`src/rtl/regfile_wb_arbiter_if.sv`:
```
// Writeback request bus between the execute/memory-stage writers and the register-file arbiter.
// Latency: none (wires only); req_ready is produced combinationally by the arbiter.
// Backpressure: a requester holds req_valid, req_reg and req_data until its req_ready bit is seen.
interface regfile_wb_arbiter_if #(
    parameter int NUM_REQ = 3,
    parameter int DATA_W  = 32,
    parameter int ADDR_W  = 5
);
    logic                      wb_hold;
    logic [NUM_REQ-1:0]        req_valid;
    logic [NUM_REQ-1:0]        req_ready;
    logic [NUM_REQ*ADDR_W-1:0] req_reg;
    logic [NUM_REQ*DATA_W-1:0] req_data;

    // Requester side drives the writes and the hold.
    modport master (
        output wb_hold,
        output req_valid,
        output req_reg,
        output req_data,
        input  req_ready
    );

    // Arbiter side returns the one-hot grant.
    modport slave (
        input  wb_hold,
        input  req_valid,
        input  req_reg,
        input  req_data,
        output req_ready
    );
endinterface

```
`src/rtl/regfile_wb_arbiter.sv`:
```
// Round-robin arbiter for the register file's single write port, with optional read bypass (REGWB_BYPASS_EN).
// Latency: grant in cycle N, register-file write presented in cycle N+1; one write per cycle.
// Backpressure: wb_hold or reset blocks every grant; losers keep req_valid high until granted.
module regfile_wb_arbiter #(
    parameter int NUM_REQ = 3,
    parameter int DATA_W  = 32,
    parameter int ADDR_W  = 5
) (
    input  logic               clock,
    input  logic               ctrl_reset_n,
    regfile_wb_arbiter_if.slave wb,
    output logic               ctrl_writeEnable,
    output logic [ADDR_W-1:0]  ctrl_writeReg,
    output logic [DATA_W-1:0]  data_writeReg,
    input  logic [ADDR_W-1:0]  ctrl_readRegA,
    input  logic [ADDR_W-1:0]  ctrl_readRegB,
    output logic               byp_hitA,
    output logic               byp_hitB,
    output logic [DATA_W-1:0]  byp_dataA,
    output logic [DATA_W-1:0]  byp_dataB
);
    localparam int PTR_W = (NUM_REQ > 1) ? $clog2(NUM_REQ) : 1;

    logic [PTR_W-1:0]  rr_ptr_q, rr_ptr_d;
    logic [PTR_W-1:0]  grant_idx;
    logic [PTR_W-1:0]  next_ptr;
    logic [PTR_W:0]    cand;
    logic              grant_found;
    logic              xfer;
    logic [ADDR_W-1:0] sel_reg;
    logic [DATA_W-1:0] sel_data;

    logic              we_q, we_d;
    logic [ADDR_W-1:0] wreg_q, wreg_d;
    logic [DATA_W-1:0] wdat_q, wdat_d;

    // Search valid requesters starting at rr_ptr, wrapping modulo NUM_REQ; first hit wins.
    always_comb begin
        grant_found = 1'b0;
        grant_idx   = '0;
        cand        = '0;
        for (int i = 0; i < NUM_REQ; i++) begin
            cand = {1'b0, rr_ptr_q} + (PTR_W+1)'(i);
            if (cand >= (PTR_W+1)'(NUM_REQ)) begin
                cand = cand - (PTR_W+1)'(NUM_REQ);
            end
            if (!grant_found && wb.req_valid[cand[PTR_W-1:0]]) begin
                grant_found = 1'b1;
                grant_idx   = cand[PTR_W-1:0];
            end
        end
    end

    // Grant is blocked by hold and while reset is asserted, so nothing completes during reset.
    assign xfer     = grant_found & ~wb.wb_hold & ctrl_reset_n;
    assign next_ptr = (grant_idx == PTR_W'(NUM_REQ - 1)) ? '0 : grant_idx + 1'b1;

    // One-hot ready for the winner only; a requester without valid never sees ready.
    always_comb begin
        wb.req_ready = '0;
        if (xfer) begin
            wb.req_ready[grant_idx] = 1'b1;
        end
    end

    // Select the winner's destination index and data.
    always_comb begin
        sel_reg  = '0;
        sel_data = '0;
        for (int i = 0; i < NUM_REQ; i++) begin
            if (grant_idx == PTR_W'(i)) begin
                sel_reg  = wb.req_reg[i*ADDR_W +: ADDR_W];
                sel_data = wb.req_data[i*DATA_W +: DATA_W];
            end
        end
    end

    // Next state: a transfer advances the pointer; writes to r0 complete the handshake but are dropped.
    always_comb begin
        rr_ptr_d = rr_ptr_q;
        we_d     = 1'b0;
        wreg_d   = wreg_q;
        wdat_d   = wdat_q;
        if (xfer) begin
            rr_ptr_d = next_ptr;
            if (sel_reg != '0) begin
                we_d   = 1'b1;
                wreg_d = sel_reg;
                wdat_d = sel_data;
            end
        end
    end

    // Pointer and register-file write port state; reset discards any in-flight write.
    always_ff @(posedge clock or negedge ctrl_reset_n) begin
        if (!ctrl_reset_n) begin
            rr_ptr_q <= '0;
            we_q     <= 1'b0;
            wreg_q   <= '0;
            wdat_q   <= '0;
        end else begin
            rr_ptr_q <= rr_ptr_d;
            we_q     <= we_d;
            wreg_q   <= wreg_d;
            wdat_q   <= wdat_d;
        end
    end

    assign ctrl_writeEnable = we_q;
    assign ctrl_writeReg    = wreg_q;
    assign data_writeReg    = wdat_q;

`ifdef REGWB_BYPASS_EN
    // Forward the write being presented this cycle, before the register file has stored it.
    always_comb begin
        byp_hitA  = we_q & (wreg_q == ctrl_readRegA) & (ctrl_readRegA != '0);
        byp_hitB  = we_q & (wreg_q == ctrl_readRegB) & (ctrl_readRegB != '0);
        byp_dataA = byp_hitA ? wdat_q : '0;
        byp_dataB = byp_hitB ? wdat_q : '0;
    end
`else
    // Bypass disabled: ports stay present but are tied off; read indices are deliberately ignored.
    logic unused_rd_idx;
    assign unused_rd_idx = ^{ctrl_readRegA, ctrl_readRegB};
    assign byp_hitA  = 1'b0;
    assign byp_hitB  = 1'b0;
    assign byp_dataA = '0;
    assign byp_dataB = '0;
`endif
endmodule

```
`src/flat_wrapper.sv`:
```
// flat-port wrapper written by rule: the top's interface ports become plain ports
module regfile_wb_arbiter_flat 
#(
    parameter int NUM_REQ = 3,
    parameter int DATA_W  = 32,
    parameter int ADDR_W  = 5
)
  (clock, ctrl_reset_n, ctrl_writeEnable, ctrl_writeReg, data_writeReg, ctrl_readRegA, ctrl_readRegB, byp_hitA, byp_hitB, byp_dataA, byp_dataB, wb_wb_hold, wb_req_valid, wb_req_reg, wb_req_data, wb_req_ready);
  regfile_wb_arbiter_if #(.NUM_REQ(NUM_REQ), .DATA_W(DATA_W), .ADDR_W(ADDR_W)) wb_i ();
  input  logic clock;
  input  logic ctrl_reset_n;
  output logic ctrl_writeEnable;
  output logic [ADDR_W-1:0] ctrl_writeReg;
  output logic [DATA_W-1:0] data_writeReg;
  input  logic [ADDR_W-1:0] ctrl_readRegA;
  input  logic [ADDR_W-1:0] ctrl_readRegB;
  output logic byp_hitA;
  output logic byp_hitB;
  output logic [DATA_W-1:0] byp_dataA;
  output logic [DATA_W-1:0] byp_dataB;
  input wire logic [$bits(wb_i.wb_hold)-1:0] wb_wb_hold;
  input wire logic [$bits(wb_i.req_valid)-1:0] wb_req_valid;
  input wire logic [$bits(wb_i.req_reg)-1:0] wb_req_reg;
  input wire logic [$bits(wb_i.req_data)-1:0] wb_req_data;
  output wire logic [$bits(wb_i.req_ready)-1:0] wb_req_ready;
  assign wb_i.wb_hold = wb_wb_hold;
  assign wb_i.req_valid = wb_req_valid;
  assign wb_i.req_reg = wb_req_reg;
  assign wb_i.req_data = wb_req_data;
  assign wb_req_ready = wb_i.req_ready;
  regfile_wb_arbiter #(.NUM_REQ(NUM_REQ), .DATA_W(DATA_W), .ADDR_W(ADDR_W)) u_core (.clock(clock), .ctrl_reset_n(ctrl_reset_n), .wb(wb_i), .ctrl_writeEnable(ctrl_writeEnable), .ctrl_writeReg(ctrl_writeReg), .data_writeReg(data_writeReg), .ctrl_readRegA(ctrl_readRegA), .ctrl_readRegB(ctrl_readRegB), .byp_hitA(byp_hitA), .byp_hitB(byp_hitB), .byp_dataA(byp_dataA), .byp_dataB(byp_dataB));
endmodule
```
`config.mk`:
```
export PLATFORM = sky130hd
export DESIGN_NAME = regfile_wb_arbiter_flat
export DESIGN_NICKNAME = d
export VERILOG_FILES = /design/src/rtl/regfile_wb_arbiter_if.sv /design/src/rtl/regfile_wb_arbiter.sv /design/src/flat_wrapper.sv
export SDC_FILE = /design/constraint.sdc
export NUM_CORES = 1
export LEC_CHECK = 0
export ABC_CLOCK_PERIOD_IN_PS = 4200
export BUFFER_PORTS_ARGS = -buffer_cell sky130_fd_sc_hd__clkbuf_2
export CAP_MARGIN = 20
export CORE_AREA = 2 2 90 92
export CTS_CLUSTER_SIZE = 12
export DETAILED_ROUTE_END_ITERATION = 7
export DIE_AREA = 0 0 92 94
export HOLD_SLACK_MARGIN = 0.08
export PLACE_DENSITY = 0.83
export SLEW_MARGIN = 20
export SYNTH_ARGS = -nofsm -noshare
export SYNTH_HDL_FRONTEND = slang
export SYNTH_SLANG_ARGS = --single-unit
```
`constraint.sdc`:
```
create_clock -name clock -period 4.2 [get_ports clock]
set_input_delay 0.84 -clock clock [delete_from_list [all_inputs] [get_ports clock]]
set_output_delay 0.84 -clock clock [all_outputs]
set_load 0.01 [all_outputs]
```
After elaboration in Yosys (flattened, before gate mapping)
Cells that the tools add are included.
{"block": "totals", "out_inout_bits": 107, "ff_bits": 40, "in_bits": 127, "word_cells": 58}
{"block": "classes", "addsub": 6, "mux": 27, "n_eq_ne": 2, "magnitude_cmp": 8, "reduce_logical": 8, "bitwise_logic": 3}
{"cell": "32-bit 2-to-1 mux", "n": 3}
{"cell": "5-bit 2-to-1 mux", "n": 3}
{"cell": "2-bit 2-to-1 mux", "n": 7}
{"cell": "2-bit by 3-bit < comparator with 1-bit output, second input constant", "n": 4}
{"cell": "1-bit 2-to-1 mux", "n": 9}
{"cell": "1-bit binary-select mux with 2-bit select", "n": 3}
{"cell": "3-bit by 2-bit >= comparator with 1-bit output, second input constant", "n": 2}
{"cell": "2-bit subtractor, second input constant", "n": 3}
{"cell": "5-bit nonzero test", "n": 1}
{"cell": "2-bit by 1-bit adder with 3-bit output, second input constant", "n": 1}
{"cell": "2-bit by 2-bit adder with 3-bit output, second input constant", "n": 1}
{"cell": "1-bit logical AND", "n": 3}
{"cell": "3-bit 2-to-1 mux", "n": 1}
{"cell": "2-bit by 1-bit adder with 2-bit output, second input constant", "n": 1}
{"cell": "1-bit bitwise AND", "n": 2}
{"cell": "1-bit demux with 2-bit select", "n": 1}
{"cell": "2-bit by 1-bit equality test with 1-bit output, second input constant", "n": 1}
{"cell": "2-bit equality test, second input constant", "n": 1}
{"cell": "2-bit by 1-bit >= comparator with 1-bit output, second input constant", "n": 1}
{"cell": "2-bit >= comparator, second input constant", "n": 1}
{"cell": "1-bit logical NOT", "n": 2}
{"cell": "2-bit logical NOT", "n": 1}
{"cell": "2-bit AND reduction", "n": 1}
{"cell": "1-bit NOT", "n": 1}

Logic depth before layout (Yosys ltp)
Gate-level depths: netlist (run 1).
{"block": "depth", "word_depth": 18, "ltp_mapped": 12, "depth_no_buf": 9}

Worst setup path before layout (run 1)
No wires, ideal clock.
{"block": "synth_path", "kind": "input to register", "startpoint": "in wb_req_valid[1]", "endpoint": "reg u_core.wdat_q[22] (netlist: u_core.data_writeReg[22])", "cell_stages": 10, "required_ns": 4.075, "n_path_buf": 3, "arrival_time_ns": 2.970, "setup_time_ns": 0.125, "setup_slack_ns": 1.105, "path_cell_list": "mux2i_1 > o22ai_1 > or3_1 > buf_2 > and4_4 > a221o_1 > o41ai_2 > buf_4 > buf_12 > mux2_4"}
{"block": "synth_between", "elab_chain_len": 15, "elab_cells_between_ends": 29, "cone_classes": "eq/ne: 2; mux: 18; bitwise: 2; reduce/logical: 7"}
{"item": "from (decl)", "line_no": "flat_wrapper.sv:22", "source": "input wire logic [$bits(wb_i.req_valid)-1:0] wb_req_valid;"}
{"item": "1-bit binary-select mux with 2-bit select", "line_no": "regfile_wb_arbiter.sv:47", "source": "if (!grant_found && wb.req_valid[cand[PTR_W-1:0]]) begin"}
{"item": "1-bit 2-to-1 mux (implied by the code)", "line_no": "regfile_wb_arbiter.sv:47"}
{"item": "1-bit 2-to-1 mux", "line_no": "regfile_wb_arbiter.sv:47"}
{"item": "1-bit logical NOT", "line_no": "regfile_wb_arbiter.sv:47"}
{"item": "1-bit logical AND", "line_no": "regfile_wb_arbiter.sv:47"}
{"item": "1-bit 2-to-1 mux", "line_no": "regfile_wb_arbiter.sv:47"}
{"item": "1-bit logical NOT", "line_no": "regfile_wb_arbiter.sv:47"}
{"item": "1-bit logical AND", "line_no": "regfile_wb_arbiter.sv:47"}
{"item": "2-bit 2-to-1 mux", "line_no": "regfile_wb_arbiter.sv:47"}
{"item": "2-bit logical NOT", "line_no": "regfile_wb_arbiter.sv:71", "source": "if (grant_idx == PTR_W'(i)) begin"}
{"item": "5-bit 2-to-1 mux (3 in a row)", "line_no": "regfile_wb_arbiter.sv:71"}
{"item": "5-bit nonzero test", "line_no": "regfile_wb_arbiter.sv:86", "source": "if (sel_reg != '0) begin"}
{"item": "2-bit AND reduction (no source line)"}
{"item": "to (signal assigned)", "line_no": "regfile_wb_arbiter.sv:105", "source": "wdat_q <= wdat_d;"}
{"item": "to (decl)", "line_no": "regfile_wb_arbiter.sv:35", "source": "logic [DATA_W-1:0] wdat_q, wdat_d;"}
Several ways; a longest one is shown, not always the timed one. The select of a mux whose other input is x is not followed.
A chain may end at the register's enable or synchronous reset.

Final worst setup path (run 1)
{"block": "layout_path", "startpoint": "reg u_core.rr_ptr_q[0]", "endpoint": "out wb_req_ready[0]"}
{"block": "layout_between", "elab_chain_len": 16, "elab_cells_between_ends": 35, "cone_classes": "add/sub: 5; order compare: 5; mux: 18; bitwise: 2; reduce/logical: 5"}
{"item": "from (decl)", "line_no": "regfile_wb_arbiter.sv:24", "source": "logic [PTR_W-1:0] rr_ptr_q, rr_ptr_d;"}
{"item": "from (signal assigned)", "line_no": "regfile_wb_arbiter.sv:102", "source": "rr_ptr_q <= rr_ptr_d;"}
{"item": "parallel branches: the longest is 15 deep, another holds 2-bit by 1-bit adder with 3-bit output"}
{"item": "3-bit 2-to-1 mux (*)", "line_no": "regfile_wb_arbiter.sv:61", "source": "if (xfer) begin"}
{"item": "to (decl)", "line_no": "flat_wrapper.sv:25", "source": "output wire logic [$bits(wb_i.req_ready)-1:0] wb_req_ready;"}
Every way passes the cells marked *. The select of a mux whose other input is x is not followed.

==> flow_summary_export.csv, run 1 <==
group,metric,value,unit
floorplanning,initial_core_util,0.395,
finish,drive_above_1_share,0.386,
global_route,grt_pass1_wl,12200,um
worst_setup_path,cp-startpoint,"u_core.rr_ptr_q[0]$_DFFE_PN0P_",
yosys,yosys-top-cells-area,"dfrtp_1 (33%), buf_4 (17%), mux2i_1 (8.7%), a221oi_1 (4.7%), inv_1 (4.0%)",
sta,period_needed,3.58,ns
drt,num_vias,2757,
worst_setup_path,crit_path_max_incr_delay,0.50,ns
hold_path,hp-start,"u_core.data_writeReg[0]$_DFFE_PN0P_",
floorplanning,die_h,94,um
worst_setup_path,required,3.36,ns
worst_setup_path,crit_cells,9,
yosys,avgSynthCellArea,9.13,sq um
placement,port_buffers,157,
yosys,netlist_instances,329,
clock_tree,insertion_delay,0.29,ns
finish,nets,614,
drt,via_per_inst,4.70,
sta,hold_slack,0.506,ns
placement,post-dp-hpwl,6280,um
sta,setup_tns,0,ns
finish,final_core_util,0.495,
clock_tree,post_cts_resized,0,
finish,final_cell_mix,"clkbuf_2 (157), conb_1 (66), dfrtp_1 (40)",
worst_setup_path,worst-path-buf-inv,3,
finish,antenna_cells,0,
clock_tree,cts_setup_buffers,0,
pwr,p_leak,2.24,nW
yosys,syn_area,3000,sq um
worst_setup_path,cp-start-kind,"flip-flop",
global_route,track_usage,0.177,
worst_setup_path,crit_path_end_kind,"primary output",
drt,routed_wl,7970,um
sta,slew_viol_final,0,
clock_tree,cts_tree,"yes",
drt,wl_per_cell,13.6,um
clock_tree,clk_pin_slew,0.08,ns
pwr,power_density,656,nW/um^2
clock_tree,cts_hold_buf,0,
hold_path,hold_path_class,"reg -> reg",
sta,slew_headroom,0.550,
clock_tree,numCtsBuffers,5,
clock_tree,cts_sinks,40,
floorplanning,core,7610,sq um
global_route,antenna_found_initial,0,
global_route,grt-ovfl-total,0,
drt,first_pass_iters,4,
sta,skew,0.00602,ns
yosys,synthDominantCellAreaShare,0.333,
global_route,grt_pass1_vias,2628,
floorplanning,die_w,92,um
worst_setup_path,crit_path_cell_trace,"inv_1, ha_1, mux2i_1, o22ai_1, or3_1, nand2_1, buf_4, nor3_1, clkbuf_2",
drt,ant_nets,0,
sta,setup_violations,0,
worst_setup_path,r2r_cells,10,
finish,area_delta_synth_final,25.3,%
global_route,grt_start_max_net_pins,41,
yosys,synth.yosys.seq_area_share,0.333,
drt,drcViolationCount,0,
hold_path,hold-path-cell-count,1,
clock_tree,clock_path_buffers,2,
floorplanning,ios,234,
run_status,status,"finished, final reports clean",
drt,drtIter0Drc,103,
floorplanning,fp-row-count,32,
sta,rsz0062_at_grt,"no",
clock_tree,htreeDepth,2,
yosys,yosys.area.top_type,"dfrtp_1",
yosys,yosysWarnings,0,
pwr,ir_drop,239,uV
sta,max_freq,279,MHz
worst_setup_path,worstPathArrival,2.74,ns
job,cap_violations,0,
worst_setup_path,timing.rr.start,"u_core.rr_ptr_q[0]$_DFFE_PN0P_",
sta,fin_crit_sh,0.853,
worst_setup_path,worstSetupPathType,"reg -> out",
placement,gp_congestion,0.894,
finish,final_common_cell,"clkbuf_2",
yosys,ys_ff_latch,40,
sta,hold_viol,0,
worst_setup_path,cpMaxStageDelayCell,"or3_1",
clock_tree,clockRootBuffer,"clkbuf_8",
floorplanning,dieArea,8650,sq um
yosys,synth_cell_type_count,39,
worst_setup_path,cp_max_fo,25,
worst_setup_path,crit_family,"simple AND/OR/NAND/NOR gates",
sta,worstMarginPinSlew,0.673,ns
[metal layers]
layer | wire length [um] | track usage
met1 | 3150 | 0.217
met4 | 106 | 0.0535
met3 | 503 | 0.0273
met5 | 0 | 0
met2 | 4210 | 0.322
[area by class of cell]
cell class | count | area [sq um]
clock buffers | 5 | 68.8
multi-input cells | 239 | 1550
clock inverters | 3 | 46.3
flip-flops and latches | 40 | 1000
inverters | 32 | 120
fillers | 738 | 3840
repair buffers | 165 | 846
well taps | 102 | 128
[per-stage QoR]
stage	area (sq um)	instances	setup slack [ns]	power (mW)
floorplan	3250	394	1.11	1.70
global placement	3650	578	0.734	2.11
detailed placement	3650	578	0.662	2.16
CTS	3760	586	0.618	2.49
global route	3760	586	0.339	2.69
finish	3760	586	0.617	2.47
[path summary, 6_finish.rpt]
kind                       slack [ns]                              endpoint
max in group asynchronous        3.13        u_core.rr_ptr_q[1]$_DFFE_PN0P_
hold / removal                   0.51   u_core.data_writeReg[0]$_DFFE_PN0P_
setup reg to reg                 0.66  u_core.data_writeReg[31]$_DFFE_PN0P_
setup / recovery                 0.62                       wb_req_ready[0]
hold reg to reg                  0.51   u_core.data_writeReg[0]$_DFFE_PN0P_
min in group asynchronous        0.70   u_core.ctrl_writeReg[1]$_DFFE_PN0P_
[synthesized netlist by cell type (all sizes together)]
library cell	n
o31ai	2
o32ai	1
nor3	3
dfrtp	40
o21a	2
o21ai	4
a221oi	16
o41ai	1
a31oi	5
a21oi	15
o22ai	5
a22o	12
a221o	1
nand4	1
conb	1
nand2b	3
a21o	5
nand3	2
ha	4
a211oi	2
nand2	12
buf	72
a41o	1
mux2	9
nor2b	4
or3	1
nor2	14
nor4	1
nand3b	2
and3	17
mux2i	26
a21bo	1
clkbuf	11
and4	1
inv	32
[kinds of logic (layout without fill, tap and decap cells)]
group / count (synthesis) / count (layout) / share of synthesized area
mux: 35 / 35 / 0.124
flops: 40 / 40 / 0.333
other cells: 1 / 66 / 0.00125
simple gates: 61 / 61 / 0.106
compound gates: 73 / 73 / 0.180
fa+ha+maj: 4 / 4 / 0.0167
buf+inv: 115 / 205 / 0.239
[report_power, final]
part,leakage (nW),switching (mW),total [mW],internal (mW)
sequential,0.476,0.109,0.690,0.581
clock,0.0548,0.142,0.321,0.179
combinational,1.71,0.819,1.46,0.638
total,2.24,1.07,2.47,1.40
[state kept, by name, summed over array words and instances (netlist names)]
signal                   count
u_core.ctrl_writeEnable      1
u_core.ctrl_writeReg         5
u_core.data_writeReg        32
u_core.rr_ptr_q              2
(Power assumes the default switching activity.)
==> run 2: changes to the inputs <==
- RECOVER_POWER: default -> 100
==> run 2 against run 1 <==
The run now ends with max-capacitance violations, max-slew violations left. Cell count did not move. Setup slack got worse by 0.072 ns. Sequential cell count did not move. Non-clock buffer count unchanged. Worst hold slack got worse by 0.0013 ns. Routed wire length is 0.38% higher. Largest power group unchanged.
==> flow_summary_export.csv, run 2 (synthesized netlist as in run 1, its figures left out) <==
group,metric,value,unit
sta,max_freq,274,MHz
finish,nets,614,
drt,drcViolationCount,0,
pwr,p_leak,2.10,nW
worst_setup_path,worstPathArrival,2.81,ns
sta,fin_crit_sh,0.870,
clock_tree,insertion_delay,0.29,ns
drt,num_vias,2772,
global_route,antenna_found_initial,0,
floorplanning,dieArea,8650,sq um
hold_path,hold-path-cell-count,1,
worst_setup_path,cp_max_fo,31,
sta,setup_tns,0,ns
worst_setup_path,required,3.36,ns
worst_setup_path,worstSetupPathType,"reg -> out",
sta,setup_violations,0,
global_route,grt_start_max_net_pins,41,
placement,gp_congestion,0.894,
worst_setup_path,r2r_cells,10,
hold_path,hold_path_class,"reg -> reg",
finish,area_delta_synth_final,22.8,%
worst_setup_path,rrSetupSlack,0.56,ns
sta,hold_viol,0,
finish,final_cell_mix,"clkbuf_2 (119), conb_1 (66), clkbuf_1 (41)",
finish,final_core_util,0.485,
drt,drtIter0Drc,111,
clock_tree,htreeDepth,2,
sta,period_needed,3.65,ns
floorplanning,fp-row-count,32,
hold_path,hp-start,"u_core.data_writeReg[0]$_DFFE_PN0P_",
clock_tree,post_cts_resized,0,
finish,antenna_cells,0,
clock_tree,cts_setup_buffers,0,
run_status,violations,"max-capacitance violations, max-slew violations",
clock_tree,clock_path_buffers,2,
placement,port_buffers,157,
clock_tree,numCtsBuffers,5,
clock_tree,cts_tree,"yes",
sta,slew_headroom,-0.426,
worst_setup_path,timing.rr.start,"u_core.rr_ptr_q[0]$_DFFE_PN0P_",
sta,skew,0.00652,ns
drt,wl_per_cell,13.7,um
hold_path,hold_end,"u_core.data_writeReg[0]$_DFFE_PN0P_",
clock_tree,clockRootBuffer,"clkbuf_8",
worst_setup_path,crit_path_end_kind,"primary output",
sta,worstMarginPinSlew,2.14,ns
global_route,track_usage,0.177,
drt,routed_wl,8000,um
clock_tree,clk_pin_slew,0.08,ns
global_route,grt_pass1_vias,2628,
finish,drive_above_1_share,0.295,
drt,via_per_inst,4.73,
drt,first_pass_iters,4,
floorplanning,core,7610,sq um
clock_tree,cts_sinks,40,
floorplanning,die_h,94,um
global_route,grt-ovfl-total,0,
finish,final_common_cell,"clkbuf_2",
job,cap_violations,1,
floorplanning,initial_core_util,0.395,
floorplanning,die_w,92,um
sta,slew_viol_final,41,
drt,ant_nets,0,
sta,rsz0062_at_grt,"no",
floorplanning,ios,234,
clock_tree,cts_hold_buf,0,
worst_setup_path,reg2reg_to,"u_core.data_writeReg[22]$_DFFE_PN0P_",
global_route,grt_pass1_wl,12200,um
worst_setup_path,cp-start-kind,"flip-flop",
pwr,power_density,649,nW/um^2
finish,largest_reg_flops,32,
pwr,ir_drop,231,uV
run_status,status,"finished, violations left",
placement,post-dp-hpwl,6280,um
pwr,total_power,2.39,mW
[run 2: cell types whose count changed in the layout (fill, tap and decap cells not counted)]
| cell | delta |
|---|---|
| a21oi_2 | +1 |
| a21oi_4 | -1 |
| buf_4 | -3 |
| clkbuf_1 | +41 |
| clkbuf_2 | -38 |
| mux2_1 | +3 |
| mux2_4 | -3 |
[run 2: area by class of cell]
cell class / instances / area [sq um]
fill: 756 / 3920
multi-input combinational: 239 / 1540
sequential: 40 / 1000
timing repair buffer: 165 / 787
tap: 102 / 128
inverter: 32 / 120
clock buffer: 5 / 68.8
clock inverter: 3 / 46.3
[run 2: per-layer routing]
layer | vias up | wire length [um] | track usage
li1 | 1329 | - | -
met1 | 1293 | 3190 | 0.217
met2 | 142 | 4190 | 0.322
met3 | 8 | 516 | 0.0273
met4 | 0 | 108 | 0.0535
met5 | - | 0 | 0
[run 2: worst max path at each step]
stage	start	to	slack [ns]
2_1_floorplan	wb_req_valid[1]	u_core.data_writeReg[22]$_DFFE_PN0P_	1.11
3_3_place_gp	wb_req_valid[1]	u_core.data_writeReg[30]$_DFFE_PN0P_	0.73
3_5_place_dp	wb_req_valid[1]	u_core.data_writeReg[5]$_DFFE_PN0P_	0.66
4_1_cts	u_core.rr_ptr_q[0]$_DFFE_PN0P_	wb_req_ready[0]	0.62
5_1_grt	u_core.rr_ptr_q[0]$_DFFE_PN0P_	u_core.data_writeReg[22]$_DFFE_PN0P_	0.21
6_report	u_core.rr_ptr_q[0]$_DFFE_PN0P_	wb_req_ready[1]	0.55
[run 2: through the flow]
stage          setup slack, ns  cell area [sq um]  std cells  hold WS [ns]
2_1_floorplan             1.11               3250        394         0.502
3_3_place_gp             0.734               3650        578         0.489
3_5_place_dp             0.662               3650        578         0.488
4_1_cts                  0.618               3760        586         0.508
5_1_grt                  0.215               3690        586         0.526
6_report                 0.545               3690        586         0.505
[run 2: power breakdown]
part | internal, mW | leakage (nW) | total [mW] | switching (mW)
Sequential | 0.580 | 0.476 | 0.687 | 0.107
Combinational | 0.567 | 1.57 | 1.39 | 0.818
Clock | 0.179 | 0.0548 | 0.321 | 0.142
[run 2: worst max-delay path, stage by stage (launching register included)]
cell and delay [ns]:
dfrtp_1 0.40, inv_1 0.08, ha_1 0.38, mux2i_1 0.23, o22ai_1 0.13, nor3_1 0.39, nor2_2 0.09, clkbuf_2 0.39
nor2_1 0.28, clkbuf_2 0.17
